File: src/rtl/r4_stage_ctrl.sv
// Radix-4 stage controller: sequences the reads, butterfly timing and in-place write-back of one FFT stage pass.
// Define R4_CTRL_TWIDDLE_EN to add the tw_idx twiddle base output.
module r4_stage_ctrl #(
  parameter int N_LOG4     = 2,
  parameter int BF_LATENCY = 4
) (
  input  logic                                  clk,
  input  logic                                  reset,
  input  logic                                  start,
  input  logic [((N_LOG4 > 1) ? N_LOG4 : 1)-1:0] stage,
  output logic                                  busy,
  output logic                                  done,
  output logic                                  rd_en,
  output logic [8*N_LOG4-1:0]                   rd_addr,
  output logic                                  bf_valid,
  output logic                                  wr_en,
  output logic [8*N_LOG4-1:0]                   wr_addr
`ifdef R4_CTRL_TWIDDLE_EN
  ,
  output logic [2*N_LOG4-1:0]                   tw_idx
`endif
);

  localparam int AW = 2 * N_LOG4;
  localparam int SW = (N_LOG4 > 1) ? N_LOG4 : 1;
  localparam int NB = 1 << (AW - 2);
  localparam int D  = 1 + BF_LATENCY;

  typedef enum logic [1:0] {S_IDLE, S_ISSUE, S_DRAIN, S_DONE} state_t;

  state_t          state, state_nxt;
  logic [SW-1:0]   s_eff;
  logic [AW-1:0]   stride_in, stride, off, gbase, bcnt, nxt_off, nxt_gbase;
  logic            accept, last_b, off_wrap, drain_clear;
  logic [D-1:0]    vld_pipe;
  logic [4*AW-1:0] addr_pipe [D];

  // Leg addresses base + k*stride built from adds only.
  function automatic logic [4*AW-1:0] legs(input logic [AW-1:0] base, input logic [AW-1:0] st);
    logic [AW-1:0] st2;
    st2 = st << 1;
    return {base + st2 + st, base + st2, base + st, base};
  endfunction

  always_comb begin
    s_eff     = (int'(stage) >= N_LOG4) ? SW'(N_LOG4 - 1) : stage;
    stride_in = AW'(1) << (2 * (N_LOG4 - 1 - int'(s_eff)));
  end

  always_comb begin
    accept    = (state == S_IDLE) && start;
    last_b    = (bcnt == AW'(NB - 1));
    off_wrap  = (off == stride - 1'b1);
    nxt_off   = off_wrap ? '0 : off + 1'b1;
    nxt_gbase = off_wrap ? gbase + (stride << 2) : gbase;
    // Drain is complete once only the final delay stage may still hold a write.
    drain_clear = 1'b1;
    for (int i = 0; i < D - 1; i++) begin
      if (vld_pipe[i]) drain_clear = 1'b0;
    end
  end

  always_comb begin
    state_nxt = state;
    busy      = 1'b1;
    done      = 1'b0;
    rd_en     = 1'b0;
    case (state)
      S_IDLE: begin
        busy = 1'b0;
        if (start) state_nxt = S_ISSUE;
      end
      S_ISSUE: begin
        rd_en = 1'b1;
        if (last_b) state_nxt = S_DRAIN;
      end
      S_DRAIN: begin
        if (drain_clear) state_nxt = S_DONE;
      end
      S_DONE: begin
        done      = 1'b1;
        state_nxt = S_IDLE;
      end
      default: state_nxt = S_IDLE;
    endcase
  end

  always_ff @(posedge clk) begin
    if (reset) state <= S_IDLE;
    else       state <= state_nxt;
  end

  // rd_addr is preloaded with butterfly 0 on accept, then advanced one butterfly per issue cycle.
  always_ff @(posedge clk) begin
    if (reset) begin
      stride  <= '0;
      off     <= '0;
      gbase   <= '0;
      bcnt    <= '0;
      rd_addr <= '0;
    end else if (accept) begin
      stride  <= stride_in;
      off     <= '0;
      gbase   <= '0;
      bcnt    <= '0;
      rd_addr <= legs('0, stride_in);
    end else if (state == S_ISSUE && !last_b) begin
      off     <= nxt_off;
      gbase   <= nxt_gbase;
      bcnt    <= bcnt + 1'b1;
      rd_addr <= legs(nxt_gbase + nxt_off, stride);
    end
  end

  always_ff @(posedge clk) begin
    if (reset) begin
      bf_valid <= 1'b0;
      vld_pipe <= '0;
      for (int i = 0; i < D; i++) addr_pipe[i] <= '0;
    end else begin
      bf_valid    <= rd_en;
      vld_pipe[0] <= rd_en;
      if (rd_en) addr_pipe[0] <= rd_addr;
      for (int i = 1; i < D; i++) begin
        vld_pipe[i] <= vld_pipe[i-1];
        if (vld_pipe[i-1]) addr_pipe[i] <= addr_pipe[i-1];
      end
    end
  end

  assign wr_en   = vld_pipe[D-1];
  assign wr_addr = addr_pipe[D-1];

`ifdef R4_CTRL_TWIDDLE_EN
  logic [SW-1:0] s_q;
  logic [AW-1:0] tw_rd;

  // tw_rd tracks rd_addr; tw_idx lags it one cycle to line up with bf_valid.
  always_ff @(posedge clk) begin
    if (reset) begin
      s_q    <= '0;
      tw_rd  <= '0;
      tw_idx <= '0;
    end else begin
      if (accept) begin
        s_q   <= s_eff;
        tw_rd <= '0;
      end else if (state == S_ISSUE && !last_b) begin
        tw_rd <= nxt_off << (2 * s_q);
      end
      if (rd_en) tw_idx <= tw_rd;
    end
  end
`endif

endmodule
File: config.mk
export PLATFORM = sky130hd
export DESIGN_NAME = r4_stage_ctrl
export DESIGN_NICKNAME = d
export VERILOG_FILES = /design/src/rtl/r4_stage_ctrl.sv
export SDC_FILE = /design/constraint.sdc
export NUM_CORES = 1
export LEC_CHECK = 0
export CORE_MARGIN = 1.5
export CORE_UTILIZATION = 51
export DETAILED_ROUTE_END_ITERATION = 10
export PLACE_DENSITY = 0.72
export SYNTH_ARGS = -nofsm -noshare
export SYNTH_HDL_FRONTEND = slang
export SYNTH_SLANG_ARGS = --single-unit
export TNS_END_PERCENT = 10
File: constraint.sdc
create_clock -name clk -period 4.1 [get_ports clk]
set_input_delay 0.82 -clock clk [delete_from_list [all_inputs] [get_ports clk]]
set_output_delay 0.82 -clock clk [all_outputs]
set_load 0.01 [all_outputs]
==> flow_metrics.tcl, run 1 <==
set metrics [dict create \
    reg2reg_depth 14 \
    critical_path.cell_chain "inv_1 > ha_1 > xor2_1 > nand2_1 > a21oi_1 > buf_4 > mux2_2 > ha_1 > ha_1 > ha_1 > xnor2_1 > o21ai_1 > a21oi_1 > nor2_1" \
    total_power_w 0.002819 \
    number_of_cts_inserted_buffers 9 \
    fraction_of_synthesis_flops_using_an_asynchronous_set_or_reset_pin 0 \
    worstSetupEndpointType "register" \
    fin_util 0.5971 \
    report.final.slew_viol_count 0 \
    num_vias 2489 \
    syn-cell-area_mm2 0.004377 \
    internal_power_w 0.001986 \
    timing.max_cap.violations 0 \
    synthesized_instance_count 365 \
    worst_slew_pin_slew_ps 719.8 \
    core_area_mm2 0.008258 \
    rows 33 \
    routed_via_density 5.069 \
    synthesis.nets 387 \
    antennaDiodeCount 0 \
    final.period_utilization 0.8019 \
    cpPeakStageDelay_ps 410 \
    combPwrFrac 0.260 \
    cellLeakagePower_nw 1.859 \
    firstDrtPassIters 4 \
    power.switching_w 0.0008332 \
    yosysSeqAreaShare 0.6221 \
    clock_sinks 101 \
    globalRouteMet1Util 0.2005 \
    critical_path_required_ps 4330 \
    grt.met3_usage 0.02871 \
    layout_commonest_cell "sky130_fd_sc_hd__and2_1" \
    overflow 0 \
    yosys_register_bits 101 \
    netlist-cell-type-count 36 \
    switching_share 0.2956 \
    drcViolationCount 0 \
    grt_antenna_before_repair 0 \
    setup_fix_bufs_post_cts 0 \
    groute.layer.met2.usage 0.2735 \
    worst_setup_hold_path_clk_slew_ps 90 \
    worstHoldPathCells 2 \
    cts_tree "yes" \
    timing.critical_path.slowest_stage_cell "sky130_fd_sc_hd__dfxtp_1" \
    pin_count 42 \
    clkPwrFrac 0.241 \
    finClkSkew_ps 9.141 \
    grt_most_used_layer "met2" \
    post_drt_antenna_nets 0 \
    synthDominantCellAreaShare 0.4803 \
    drive_gt1_frac 0.06477 \
    synth_top_flop_cell "sky130_fd_sc_hd__edfxtp_1" \
    hold_violations 0 \
    critical_path.startpoint_type "register" \
    first_global_vias 2407 \
    finalSetupTns_ps 0 \
    design_area_mm2 0.004931 \
    layout_min_cycle_time_ps 3288 \
    layout.filler_cells 686 \
    synth_enable_flop_cells 70 \
    final_replace_weighted_congestion 0.8604 \
    cts_hold_buf 0 \
    crit_path_frequent_cell "sky130_fd_sc_hd__ha_1" \
    grt_pass1_wl_um 11050 \
    rsz0062_at_grt "false" \
    die-area_mm2 0.009146 \
    die_w_um 95.64 \
    power.density_cell_area_mw_per_mm2 571.7 \
    cts.path.max_buffers 2 \
    clock_tree.root_cell "sky130_fd_sc_hd__clkbuf_8" \
    mostFrequentLayoutCells "sky130_fd_sc_hd__and2_1 (71), sky130_fd_sc_hd__edfxtp_1 (70), sky130_fd_sc_hd__clkdlybuf4s50_1 (41)" \
    layout-area-overhead-vs-synth_pct 12.66 \
    min-delay-path-class "register to register" \
    globalRouteTotalUtil 0.1620 \
    maxSlewHeadroom 0.5201 \
    post-synth-top-area-cell "sky130_fd_sc_hd__edfxtp_1" \
    setup_crit_path_kind "register to register" \
    vdd.ir_drop.worst_mv 0.3501 \
    wl_per_cell_um 13.75 \
    yosysWarnings 0 \
    syn_area_per_cell_um2 11.99 \
    initialDrtViolationCount 100 \
    status "complete, no violations" \
    ys_top_cells_by_area "sky130_fd_sc_hd__edfxtp_1 (48%), sky130_fd_sc_hd__dfxtp_1 (14%), sky130_fd_sc_hd__and2_1 (10%)" \
    max_clock_freq_ghz 0.3041 \
    crit_path_max_fanout 11 \
    quantity_of_i_o_buffers_inserted_on_ports 41 \
    sequentialPowerShare 0.499 \
    clk-insertion-delay-late_ps 360 \
    htree_levels 3 \
    finalSetupViolations 0 \
    pin_count_of_the_biggest_net_entering_global_routing 71 \
    detailed_place.area_mm2 0.004716 \
    cp.arrival_ps 3520 \
    dpl.hpwl_um 4535 \
    die_height_um 95.64 \
    final_net_count 403 \
    cts.repair.resized 0 \
    starting_density 0.5300 \
    finalWirelength_um 6751 \
]
==> cells by family after synthesis <==
group,share of synthesized area
and+or+nand+nor,0.1855
DFF,0.6221
buffers and inverters,0.05489
AOI/OAI and AO/OA,0.04746
adders and majority gates,0.04860
xor gates and xnor gates,0.03316
muxes,0.008289
==> cell usage after synthesis, types with 3 or more instances <==
cell type                   n
sky130_fd_sc_hd__and2_1    71
sky130_fd_sc_hd__edfxtp_1  70
sky130_fd_sc_hd__dfxtp_1   31
sky130_fd_sc_hd__nand2_1   31
sky130_fd_sc_hd__buf_4     20
sky130_fd_sc_hd__nor2_1    20
sky130_fd_sc_hd__clkbuf_1  17
sky130_fd_sc_hd__ha_1      17
sky130_fd_sc_hd__a21oi_1   15
sky130_fd_sc_hd__nor2b_1    8
sky130_fd_sc_hd__xnor2_1    8
sky130_fd_sc_hd__a31oi_1    6
sky130_fd_sc_hd__inv_1      6
sky130_fd_sc_hd__or2_2      6
sky130_fd_sc_hd__xor2_1     6
sky130_fd_sc_hd__nand3_1    5
sky130_fd_sc_hd__nand2b_1   3
sky130_fd_sc_hd__o21ai_0    3
sky130_fd_sc_hd__o21ai_1    3
==> stage by stage <==
stage / setup WS (ps) / hold slack, ps / std cells
after floorplan: 896.6 / 450.5 / 365
after global placement: 952.0 / 464.1 / 475
after detailed placement: 861.2 / 471.8 / 475
after CTS: 836.0 / 484.9 / 491
after global routing: 576.5 / 513.1 / 491
final: 812.0 / 478.0 / 491
==> worst max-delay path: cells and delay by family, from the launching register on <==
| family | cells | cell delay, ps |
|---|---|---|
| buffers and inverters | 2 | 300 |
| AND/OR/NAND/NOR | 2 | 140 |
| flip-flops | 1 | 410 |
| multiplexers | 1 | 350 |
| AO/OA/AOI/OAI | 3 | 350 |
| adder cells (fa/ha/maj) | 4 | 1290 |
| XOR/XNOR | 2 | 320 |
==> power groups by stage <==
| stage | sequential, W | clock, W | combinational (W) |
|---|---|---|---|
| after floorplan | 0.00141 | 0 | 0.000531 |
| after global placement | 0.00142 | 0 | 0.000715 |
| after detailed placement | 0.00143 | 0 | 0.000736 |
| after CTS | 0.00141 | 0.000695 | 0.000741 |
| after global routing | 0.00143 | 0.000725 | 0.000825 |
| final | 0.00141 | 0.000680 | 0.000733 |
==> registers in the layout, summed over array words and instances, names as in the netlist <==
name / flops
addr_pipe: 70
rd_addr: 14
vld_pipe: 5
bcnt: 4
gbase: 2
off: 2
state: 2
stride: 2
==> final timing paths <==
path	endpoint	slack [ps]	from
min	rd_addr[3]	480	rd_addr[3]
min reg2reg	rd_addr[3]	480	rd_addr[3]
max	rd_addr[14]	810	stride[0]
max reg2reg	rd_addr[14]	810	stride[0]
==> final cells by class <==
class                   count  area [um^2]  share of cell area
flip-flops and latches    101         2723              0.5521
multi-input cells         220         1414              0.2867
repair buffers             43        425.4             0.08627
clock buffers              11        131.4             0.02664
well taps                 105        131.4             0.02664
clock inverters             5        83.83             0.01700
inverters                   6        22.52            0.004567
==> routing by layer <==
metal	wire length [um]	vias to the layer above
met5	0	-
met4	117	0
met3	235	12
met2	3328	51
met1	3069	1180
li1	-	1246
No activity file was read; power rests on OpenSTA's default activity.
==> run 2: changes to the inputs <==
--- a/config.mk
+++ b/config.mk
@@ -8,7 +8,7 @@
 export CORE_MARGIN = 1.5
 export CORE_UTILIZATION = 51
 export DETAILED_ROUTE_END_ITERATION = 10
-export PLACE_DENSITY = 0.72
+export PLACE_DENSITY = 0.75
 export SYNTH_ARGS = -nofsm -noshare
 export SYNTH_HDL_FRONTEND = slang
 export SYNTH_SLANG_ARGS = --single-unit
==> constraint.sdc (replaced) <==
create_clock -name clk -period 2.8 [get_ports clk]
set_input_delay 0.56 -clock clk [delete_from_list [all_inputs] [get_ports clk]]
set_output_delay 0.56 -clock clk [all_outputs]
set_load 0.01 [all_outputs]
==> run 2 against run 1 <==
Against the previous run:
- the run now ends with setup timing left
- power increased by 50%
- critical path type unchanged
- sequential power up 45%
- hold slack gained 6.9 ps
- largest cell class unchanged
- count of clock-buffer cells in the layout shrank 2
- via count grew 4.9%
- wire length rose by 6.8%
- utilization is 2.3 points higher
- cell area up 3.9%
- critical endpoint is now rd_addr[11]
==> flow_metrics.tcl, run 2 (synthesis gave the netlist of run 1 again) <==
set metrics [dict create \
    cpPeakStageDelay_ps 420 \
    crit_family "XOR/XNOR gates" \
    cts_hold_buf 0 \
    timing.critical_path.slowest_stage_cell "sky130_fd_sc_hd__xnor3_1" \
    worst-r2r-setup-slack_ps -20 \
    pin_count 42 \
    worst_setup_hold_path_clk_slew_ps 100 \
    die-area_mm2 0.009146 \
    reg2reg_depth 12 \
    switching_share 0.3107 \
    report.final.slew_viol_count 0 \
    final.period_utilization 1.006 \
    globalRouteTotalUtil 0.1703 \
    first_global_vias 2495 \
    worstSetupEndpointType "register" \
    regMostFlops "addr_pipe" \
    layoutNonFillerInstCount 505 \
    core_area_mm2 0.008258 \
    final_replace_weighted_congestion 0.8209 \
    wl_per_cell_um 14.28 \
    sequentialPowerShare 0.485 \
    cts_tree "yes" \
    layout_commonest_cell "sky130_fd_sc_hd__and2_1" \
    firstDrtPassIters 4 \
    min-delay-path-class "register to register" \
    rsz0062_at_grt "true" \
    critical_path.cell_chain "inv_2 > ha_4 > xor2_2 > nand2_1 > a21oi_2 > mux2_4 > ha_4 > ha_4 > xnor2_2 > xnor3_1 > nand2_1 > a311oi_1" \
    maxSlewHeadroom 0.5311 \
    power.density_cell_area_mw_per_mm2 824.0 \
    num_vias 2611 \
    die_height_um 95.64 \
    power.switching_w 0.001311 \
    placed_cells_incl_taps 485 \
    antennaDiodeCount 0 \
    critical_r2r_launch "stride[0]" \
    clock_sinks 101 \
    rows 33 \
    drive_gt1_frac 0.1325 \
    largest_register_ff_count 70 \
    routed_via_density 5.170 \
    finClkSkew_ps 12.89 \
    cp.buffers_inverters 1 \
    clkPwrFrac 0.230 \
    failed_checks "setup timing" \
    internal_power_w 0.002909 \
    starting_density 0.5300 \
    hold_violations 0 \
    layout.filler_cells 661 \
    timing.max_cap.violations 0 \
    layout_setup_ws_ps -16.33 \
    critical_path.startpoint_type "register" \
    cellLeakagePower_nw 1.918 \
    reg.largest.list "addr_pipe x70, rd_addr x14, vld_pipe x5" \
    grt_antenna_before_repair 0 \
    combPwrFrac 0.285 \
    clk-insertion-delay-late_ps 370 \
    clock_tree.root_cell "sky130_fd_sc_hd__clkbuf_8" \
    cts.path.max_buffers 2 \
    htree_levels 3 \
    crit_path_max_fanout 3 \
    worstHoldPathCells 2 \
    worst_slew_pin_slew_ps 703.4 \
    place_worst_setup_slack_ps 29.58 \
    dpl.hpwl_um 4845 \
    cp.arrival_ps 3090 \
    post_drt_antenna_nets 0 \
    crit_path_frequent_cell "sky130_fd_sc_hd__ha_4" \
    capture_endpoint_of_the_worst_hold_path "bcnt[1]" \
    vdd.ir_drop.worst_mv 0.5026 \
    status "finished, violations left" \
    layout-area-overhead-vs-synth_pct 17.04 \
    drcViolationCount 0 \
    timing.rr.end "rd_addr[11]" \
    hold_path.startpoint "bcnt[1]" \
    whs_ps 484.9 \
    final_net_count 417 \
    number_of_cts_inserted_buffers 9 \
    die_w_um 95.64 \
    finalWirelength_um 7210 \
    quantity_of_i_o_buffers_inserted_on_ports 41 \
    setup_crit_path_kind "register to register" \
    grt_pass1_wl_um 11680 \
    pin_count_of_the_biggest_net_entering_global_routing 71 \
    layout_min_cycle_time_ps 2816 \
    critical_path_required_ps 3070 \
    finalSetupViolations 2 \
    max_clock_freq_ghz 0.3551 \
    overflow 0 \
    initialDrtViolationCount 155 \
    mostFrequentLayoutCells "sky130_fd_sc_hd__and2_1 (71), sky130_fd_sc_hd__edfxtp_1 (70), sky130_fd_sc_hd__clkdlybuf4s50_1 (41)" \
]
run 2: cell types whose count changed in the layout (fill, tap and decap cells not counted), moves of 2 or more:
| cell | previous run | this run |
|---|---|---|
| sky130_fd_sc_hd__buf_4 | 2 | 16 |
| sky130_fd_sc_hd__ha_1 | 17 | 12 |
| sky130_fd_sc_hd__ha_4 | 0 | 5 |
| sky130_fd_sc_hd__clkbuf_1 | 2 | 0 |
| sky130_fd_sc_hd__dfxtp_1 | 31 | 29 |
| sky130_fd_sc_hd__inv_1 | 6 | 4 |
| sky130_fd_sc_hd__inv_2 | 0 | 2 |
| sky130_fd_sc_hd__inv_8 | 1 | 3 |
run 2: worst max path at each step:
| stage | startpoint | end | slack, ps | depth (start not counted) |
|---|---|---|---|---|
| 6_report | stride[0] | rd_addr[11] | -20 | 12 |
| 5_1_grt | stride[0] | rd_addr[15] | -120 | 12 |
| 4_1_cts | stride[0] | rd_addr[7] | 30 | 11 |
| 3_5_place_dp | stride[2] | rd_addr[7] | 30 | 11 |
| 3_3_place_gp | stride[2] | rd_addr[14] | 110 | 13 |
| 2_1_floorplan | stride[0] | rd_addr[14] | 10 | 14 |
run 2: cell type report:
class                   count  area (um^2)  share of cell area
flip-flops and latches    101         2728              0.5325
multi-input cells         220         1499              0.2926
repair buffers             57        530.5              0.1036
well taps                 105        131.4             0.02565
clock buffers               9        123.9             0.02418
clock inverters             7        87.58             0.01710
inverters                   6        22.52            0.004397
run 2: per-stage QoR:
step	TNS, ps	power [W]	instance area (um^2)	utilization
2_1_floorplan	0	0.002853	4437	-
3_3_place_gp	0	0.003189	4841	0.5862
3_5_place_dp	0	0.003251	4841	0.5862
4_1_cts	0	0.004226	5067	0.6136
5_1_grt	-308.4	0.004456	5122	0.6203
6_report	-22.18	0.004221	5122	0.6203
run 2: metal layers:
layer / part of all wire / vias up / global-route usage
met3: 0.044 / 22 / 0.03270
met4: 0.027 / 0 / 0.07843
met2: 0.50 / 84 / 0.2964
met1: 0.43 / 1227 / 0.2026
met5: 0 / - / 0
li1: - / 1278 / -
run 2: tightest hold or removal path, delay by kind of cell (launching register included):
family	cells	cell delay, ps
AOI/OAI and AO/OA	1	50
and+or+nand+nor	1	60
DFF	1	340
run 2: timing repair:
| action | CTS | global route |
|---|---|---|
| endpoints found under the setup margin | 2 | 4 |
| setup buffers | 2 | 2 |
| pin swaps | 0 | 7 |
| gates resized for setup | 0 | 6 |
run 2: power groups by stage:
stage	sequential, W	clock, W	combinational (W)
floorplan	0.00207	0	0.000787
global placement	0.00207	0	0.00112
detailed placement	0.00209	0	0.00116
CTS	0.00205	0.000989	0.00119
global route	0.00208	0.00104	0.00133
finish	0.00205	0.000971	0.00120
==> run 3: changes to the inputs <==
--- a/config.mk
+++ b/config.mk
@@ -5,7 +5,6 @@
 export SDC_FILE = /design/constraint.sdc
 export NUM_CORES = 1
 export LEC_CHECK = 0
-export CORE_MARGIN = 1.5
 export CORE_UTILIZATION = 51
 export DETAILED_ROUTE_END_ITERATION = 10
 export PLACE_DENSITY = 0.75
==> run 3 against run 2 <==
Against the previous run:
- the run now ends clean
- global-route usage is 0.43 points lower
- cell area is 0.24% lower
- die area is 2.1% lower
- wire length is 5.4% lower
- fmax is 2.4% higher
- first-iteration DRC count is 37% lower
- sequential share of layout area is 0.13 points higher
- register-to-register slack better by 70 ps
- critical path depth is 1 lower
- utilization is 0.15 points lower
- critical path type unchanged
==> flow_metrics.tcl, run 3 (synthesis gave the netlist of run 1 again) <==
set metrics [dict create \
    number_of_cts_inserted_buffers 9 \
    finalSetupViolations 0 \
    clock_tree.root_cell "sky130_fd_sc_hd__clkbuf_8" \
    worst-r2r-setup-slack_ps 50 \
    wl_per_cell_um 13.54 \
    critical_path_required_ps 3050 \
    design_area_mm2 0.005110 \
    cp.arrival_ps 3000 \
    cellLeakagePower_nw 1.928 \
    firstDrtPassIters 4 \
    quantity_of_i_o_buffers_inserted_on_ports 41 \
    layoutNonFillerInstCount 504 \
    setup_crit_path_kind "register to register" \
    reg2reg_depth 11 \
    timing.rr.end "rd_addr[7]" \
    max_clock_freq_ghz 0.3635 \
    final_net_count 416 \
    final.period_utilization 0.9825 \
    report.final.slew_viol_count 0 \
    worst_slew_pin_slew_ps 687.0 \
    cts.path.max_buffers 2 \
    groute.layer.met2.usage 0.2818 \
    rows 33 \
    initialDrtViolationCount 98 \
    finClkSkew_ps 9.175 \
    status "complete, no violations" \
    vdd.ir_drop.worst_mv 0.4512 \
    critical_path.startpoint_type "register" \
    place_worst_setup_slack_ps 11.99 \
    finalSetupTns_ps 0 \
    worstSetupEndpointType "register" \
    layout_min_cycle_time_ps 2751 \
    worst_setup_hold_path_clk_slew_ps 90 \
    finalWirelength_um 6823 \
    clk-insertion-delay-late_ps 360 \
    reg.largest.list "addr_pipe x70, rd_addr x14, vld_pipe x5" \
    core_area_mm2 0.008258 \
    placed_cells_incl_taps 484 \
    hold_violations 0 \
    cts_tree "yes" \
    starting_density 0.5300 \
    capture_endpoint_of_the_worst_hold_path "rd_addr[5]" \
    num_vias 2562 \
    timing.max_cap.violations 0 \
    die-area_mm2 0.008956 \
    regMostFlops "addr_pipe" \
    overflow 0 \
    drive_gt1_frac 0.1228 \
    post_drt_antenna_nets 0 \
    critical_r2r_launch "stride[2]" \
    first_global_vias 2428 \
    dpl.hpwl_um 4529 \
    power.density_cell_area_mw_per_mm2 835.0 \
    detailed_place.area_mm2 0.004833 \
    grt_antenna_before_repair 0 \
    worstHoldPathCells 2 \
    crit_path_max_fanout 3 \
    globalRouteTotalUtil 0.1660 \
    antennaDiodeCount 0 \
    globalRouteMet1Util 0.2091 \
    layout_commonest_cell "sky130_fd_sc_hd__and2_1" \
    die_height_um 94.64 \
    final_replace_weighted_congestion 0.8489 \
    htree_levels 3 \
    layout-area-overhead-vs-synth_pct 16.75 \
    mostFrequentLayoutCells "sky130_fd_sc_hd__and2_1 (71), sky130_fd_sc_hd__edfxtp_1 (70), sky130_fd_sc_hd__clkdlybuf4s50_1 (41)" \
    clock_sinks 101 \
    grt.met3_usage 0.02818 \
    pin_count 42 \
    drcViolationCount 0 \
    pin_count_of_the_biggest_net_entering_global_routing 71 \
    hold_path.startpoint "rd_addr[5]" \
    grt_most_used_layer "met2" \
    maxSlewHeadroom 0.5420 \
    routed_via_density 5.083 \
    largest_register_ff_count 70 \
    die_w_um 94.64 \
    grt_pass1_wl_um 11320 \
    layout_setup_ws_ps 48.99 \
    whs_ps 489.6 \
    min-delay-path-class "register to register" \
]
-- run 3: layer usage --
metal	vias up	share of wire
met5	-	0
met4	0	0.013
met3	7	0.049
met2	84	0.50
met1	1198	0.43
li1	1273	-
-- run 3: power breakdown --
group          internal (W)  switching [W]  total [W]
clock              0.000518       0.000515    0.00103
sequential          0.00194       0.000110    0.00205
combinational      0.000532       0.000655    0.00119
-- run 3: cell type report --
class | instances | area (um^2)
clock inverter | 7 | 102.6
inverter | 6 | 22.52
timing repair buffer | 56 | 523.0
tap | 105 | 131.4
sequential | 101 | 2728
multi-input combinational | 220 | 1479
clock buffer | 9 | 123.9
fill | 659 | 3148
-- run 3: what timing repair did --
action                     in CTS  in global routing
resized for setup               0                  3
hold buffers                    0                  0
pin swaps                       0                  1
setup endpoints to repair       2                  4
buffers inserted                2                  2
-- run 3: worst max-delay path by stage --
| stage | start | to | slack (ps) |
|---|---|---|---|
| finish | stride[2] | rd_addr[7] | 50 |
| global route | stride[2] | rd_addr[14] | -20 |
| CTS | stride[2] | rd_addr[7] | 50 |
| detailed placement | stride[2] | rd_addr[14] | 10 |
| global placement | stride[2] | rd_addr[14] | 120 |
| floorplan | stride[0] | rd_addr[14] | 10 |
-- run 3: critical path, stage by stage (launching register included) --
cell and delay [ps]:
sky130_fd_sc_hd__dfxtp_4 350, sky130_fd_sc_hd__inv_1 50, sky130_fd_sc_hd__ha_4 270, sky130_fd_sc_hd__xor2_2 160
sky130_fd_sc_hd__nand2_1 110, sky130_fd_sc_hd__a21oi_2 160, sky130_fd_sc_hd__mux2_4 330, sky130_fd_sc_hd__ha_4 260
sky130_fd_sc_hd__ha_1 310, sky130_fd_sc_hd__a31oi_1 110, sky130_fd_sc_hd__or4_1 410, sky130_fd_sc_hd__o311ai_1 110
-- run 3: per-stage QoR --
| step | util | total power (W) |
|---|---|---|
| after floorplan | - | 0.002853 |
| after global placement | 0.5853 | 0.003186 |
| after detailed placement | 0.5853 | 0.003238 |
| after CTS | 0.6145 | 0.004277 |
| after global routing | 0.6188 | 0.004520 |
| final | 0.6188 | 0.004267 |
